[config.mk]
export PLATFORM = sky130hd
export DESIGN_NAME = comp_slice_accum
export DESIGN_NICKNAME = d
export VERILOG_FILES = /design/src/rtl/comp_pkg.sv /design/src/rtl/comp_slice_accum.sv
export SDC_FILE = /design/constraint.sdc
export NUM_CORES = 1
export LEC_CHECK = 0
export ABC_AREA = 0
export BUFFER_PORTS_ARGS = -buffer_cell sky130_fd_sc_hd__buf_2
export CAP_MARGIN = 20
export CORE_AREA = 4 4 41 43
export DETAILED_ROUTE_END_ITERATION = 10
export DIE_AREA = 0 0 45 47
export HOLD_SLACK_MARGIN = 0.05
export PLACE_DENSITY_LB_ADDON = 0.05
export REMOVE_ABC_BUFFERS = 1
export SKIP_CTS_REPAIR_TIMING = 1
export SLEW_MARGIN = 40
export SYNTH_ARGS = -nofsm -noshare
export SYNTH_HDL_FRONTEND = slang
export SYNTH_SLANG_ARGS = --single-unit
[constraint.sdc]
create_clock -name clk -period 2.3 [get_ports clk]
set_input_delay 0 -clock clk [delete_from_list [all_inputs] [get_ports clk]]
set_output_delay 0 -clock clk [all_outputs]
set_load 0.02 [all_outputs]
[src/rtl/comp_pkg.sv]
// Shared encodings for the comparator slice chain: FSM state codes and the
// one-hot {gt,lt,eq} result encoding.
package comp_pkg;

  localparam logic [1:0] ST_IDLE  = 2'd0;
  localparam logic [1:0] ST_ACCUM = 2'd1;
  localparam logic [1:0] ST_DONE  = 2'd2;

  localparam logic [2:0] RES_GT = 3'b100;
  localparam logic [2:0] RES_LT = 3'b010;
  localparam logic [2:0] RES_EQ = 3'b001;

  function automatic logic flags_one_hot(input logic [2:0] f);
    return (f == RES_GT) || (f == RES_LT) || (f == RES_EQ);
  endfunction

endpackage

[src/rtl/comp_slice_accum.sv]
// Folds NUM_SLICES comp2 flag triples (MSB slice first) into the magnitude
// result of a (2*NUM_SLICES)-bit compare, with start/valid-ready handshakes.
module comp_slice_accum
  import comp_pkg::*;
#(
  parameter  int NUM_SLICES = 4,
  localparam int CNT_W      = $clog2(NUM_SLICES + 1)
) (
  input  logic clk,
  input  logic rst,
  input  logic start,
  input  logic in_valid,
  input  logic in_gt,
  input  logic in_lt,
  input  logic in_eq,
  output logic in_ready,
  output logic out_valid,
  input  logic out_ready,
  output logic A_gt_B,
  output logic A_lt_B,
  output logic A_eq_B,
  output logic err,
  output logic busy
);

  localparam logic [CNT_W-1:0] CNT_LAST = CNT_W'(NUM_SLICES - 1);

  logic [1:0]       state;
  logic [CNT_W-1:0] cnt;
  logic [2:0]       result;
  logic             decided;
  logic [2:0]       flags;

  assign flags = {in_gt, in_lt, in_eq};

  always_ff @(posedge clk) begin
    if (rst) begin
      state     <= ST_IDLE;
      cnt       <= '0;
      decided   <= 1'b0;
      result    <= '0;
      err       <= 1'b0;
      out_valid <= 1'b0;
    end else begin
      case (state)
        ST_IDLE: begin
          if (start) begin
            state   <= ST_ACCUM;
            cnt     <= '0;
            decided <= 1'b0;
            err     <= 1'b0;
            result  <= RES_EQ;
          end
        end
        ST_ACCUM: begin
          if (in_valid) begin
            cnt <= cnt + CNT_W'(1);
            // Bad flags are flagged even after the word is decided; they never touch the result.
            if (!flags_one_hot(flags)) begin
              err <= 1'b1;
            end else if (!decided && flags != RES_EQ) begin
              result  <= flags;
              decided <= 1'b1;
            end
            if (cnt == CNT_LAST) begin
              state     <= ST_DONE;
              out_valid <= 1'b1;
            end
          end
        end
        ST_DONE: begin
          if (out_ready) begin
            state     <= ST_IDLE;
            out_valid <= 1'b0;
          end
        end
        default: begin
          state     <= ST_IDLE;
          out_valid <= 1'b0;
        end
      endcase
    end
  end

  assign {A_gt_B, A_lt_B, A_eq_B} = result;
  assign in_ready = (state == ST_ACCUM);
  assign busy     = (state != ST_IDLE);

endmodule
==> results list <==
- Number of global-route vias before repair: 385
* Number of instances on the worst hold path: 3
- Share of final-layout standard cells stronger than drive strength 1: 0.2619
* Most common library cell in the layout ignoring fill and taps: buf_2
- Detailed-placement wirelength estimate: between 800 and 900 um
* Final core utilization: 0.5587
* Total Neg Setup Slack: 0 ps
- Number of clock buffers inserted by TritonCTS: 3
- Among all flip-flop cells after synthesis, the most frequent one is dfxtp_1.
- Top library cells by usage in the layout, fill and taps aside: buf_2 (14), dfxtp_1 (11), inv_1 (5), nor2_1 (5), dlygate4sd3_1 (5)
- For this run, design rule violations remaining after detail routing come to 0.
- The share of the Yosys chip area taken by registers is 0.3843.
- Top cells by area in the synthesized netlist: dfxtp_1 (38%), mux2i_1 (5.2%), nor3b_1 (5.2%), ha_1 (4.4%), a21oi_1 (3.5%)
* Pin count of the biggest net entering global routing: 17
* Cell class contributing the biggest share of worst-path delay: simple AND/OR/NAND/NOR gates
- Number of instances in the synthesized netlist: 64
* WS Path Type: flop to flop
- In this run the deepest clock path goes through 2 buffers.
- The first routing iteration left 12 violations.
- Clock tree from TritonCTS: built
- Y dimension of the die: about 47 um
- Relative to the synthesized area, the layout overhead comes to 26.86%.
- Final std cell area, no fill: roughly 730 sq um
* Power per standard cell area: between 500 and 600 nW/um^2
- The analysis attributes to cell leakage a power of 0.3153 nW.
* Cells along the critical path: mux2i_1, or4_4, a221oi_2
* Gp weighted congestion: between 0.7 and 0.8
- The final hold violation count was 0.
* CTS clk-pin slew, worst paths: ~70 ps
* End of the worst hold path: state[0]
- Post-synth top area share: 0.3843
- The die covers approximately 2100 sq um.
* Worst flop-to-flop path endpoint: result[0]
* Highest routed layer: met4
* Arrival time at the worst endpoint: 1960 ps
- H-tree depth: 1
- Number of antenna violations at the first check in global routing: 0
- Summing all placed instances gives a cell area of about 650 sq um.
* M1 WL: ~600 um
- Unique cell type count in the Yosys netlist: 28
- Die boundary width: 45 um
- Of the available clock period, the critical path in the final layout requires 0.7701.
* Peak per-stage delay on the critical path: ~610 ps
- The routed design has between 1000 and 1500 um of wire.
* Final max-slew violation count: 0
* Length of routed met2 wiring: 575 um
* Initial core utilization: 0.4404
* Fmax: roughly 560 MHz
- The final layout contains between 90 and 100 nets.
- Counting every sink on the clock net gives 11.
- Final total power: a little over 0.0004 W
* Final Skew: about 0.96 ps
* Worst R2R Setup Slack: around 530 ps
- Core area: around 1300 sq um
* Run status: finished clean
* Routed wire length per instance: between 10 and 15 um
- VDD sags by at most 0.3512 mV.
- GRT Total Usage: 0.1182
- The first global-routing pass estimated between 1500 and 2000 um of wire.
- The count of buffers added on input and output ports is 14.
- Layout Cells excl Fill: between 90 and 100
- At the pin with the least slew margin, the transition time is 557.5 ps.
- Data on the critical path is required at its endpoint by around 2500 ps.
- Hold/Removal Path Class: primary input to flop
* Kind of start point of the critical path: flop
- The mapped netlist covers between 500 and 600 sq um.
- Number of register bits inferred by synthesis: 11
- Highest fanout seen on the critical path: 13
- ANT cells: 0
- Max-Slew Margin vs Limit: 0.6177
- The smallest clock period supported by the final layout is computed as approximately 1800 ps.
* Beginning of the worst hold path: start
- Endpoint type of the worst setup path: flop
- During synthesis, Yosys emitted a total of 0 warnings.
* DR vias: roughly 530
- For the worst-skew pair, the clock arrives at the later sink with an insertion delay of roughly 260 ps.
* Aggregate global routing overflow: 0
* Pre-Repair DR Iteration Count: 4
- Measured in cells, the most critical reg-to-reg path has a length of 3.
* Mean post-synth cell area: approximately 9.0 sq um
- Yosys mapped a number of flops with a built-in enable equal to 0.
* Antenna-violating nets left: 0
- Bufs and invs on worst path: 0
- Startpoint of the worst register-to-register path: state[0]
- Row generation in the floorplan step produced 13 rows.
- The largest total area in the synthesized netlist belongs to dfxtp_1.
- The tool flagged a number of max-cap violations equal to 0.
- For this design the top-level I/O count stands at 15.
* Final-report setup violation count: 0
- Clock tree synthesis selected as its root buffer the cell clkbuf_4.
- In the synthesized netlist the async set-or-reset flop fraction comes to 0.
- Met3 routed wirelength: slightly above 80 um
- Detailed-route vias per instance: 5.303
* Inst Count DP: 90
- Critical path's slowest cell: or4_4
- RSZ-0062 raised after global routing: no
## synthesized netlist by cell type, types with 2 or more instances
cell type	instances
xnor2_1	2
ha_1	2
nand3_1	2
dfxtp_1	11
o21ai_0	3
inv_1	5
nor2_1	5
nand2_1	2
nor3b_1	4
a21oi_1	4
clkbuf_1	3
mux2i_1	3
a31oi_1	3
## per-layer routing
metal,up-vias,global-route usage
met5,-,0
met4,0,0.1053
met3,2,0.02299
li1,272,-
met1,230,0.1724
met2,21,0.1412
## state kept, by name, indices dropped and copies added (netlist names)
register	count
decided	1
out_valid	1
state	2
cnt	3
err	1
result	3
## final cells by class
type / instances / area, sq um
inverter: 5 / 18.77
sequential: 11 / 220.2
multi-input combinational: 45 / 322.8
timing repair buffer: 19 / 120.1
fill: 125 / 574.3
tap: 15 / 18.77
clock buffer: 4 / 26.28
## how the worst max path moves through the flow
stage | startpoint | depth (start not counted) | slack, ps | to
5_1_grt | state[0] | 3 | 440 | result[0]
4_1_cts | state[0] | 3 | 550 | result[0]
3_5_place_dp | state[0] | 3 | 570 | result[0]
2_1_floorplan | cnt[0] | 4 | 740 | cnt[2]
6_report | state[0] | 3 | 530 | result[0]
3_3_place_gp | state[0] | 3 | 630 | result[0]
## cell families after synthesis
logic type | count (synthesis) | synth area share
xor+xnor | 3 | 0.04586
mux | 3 | 0.05240
fa+ha+maj | 2 | 0.04366
flops | 11 | 0.3843
simple gates | 22 | 0.2402
compound gates | 15 | 0.1812
buf+inv | 8 | 0.05240
## worst reg2reg max path, delay by kind of cell, from the launching register on
kind / cells / cell delay, ps
and+or+nand+nor: 1 / 610
DFF: 1 / 560
muxes: 1 / 280
AOI/OAI and AO/OA: 1 / 250
## through the flow
stage               setup slack, ps  hold WS, ps
floorplan                     739.3        66.25
global placement              626.8        276.4
detailed placement            571.1        283.4
CTS                           550.4       -3.960
global route                  435.6        117.9
finish                        528.7        101.8
## power breakdown
group	switching, W	internal [W]
combinational	0.0000382	0.0000324
clock	0.0000666	0.0000671
sequential	0.00000627	0.000197
total	0.000111	0.000296
Note: power is estimated with default switching activity, not from simulation.
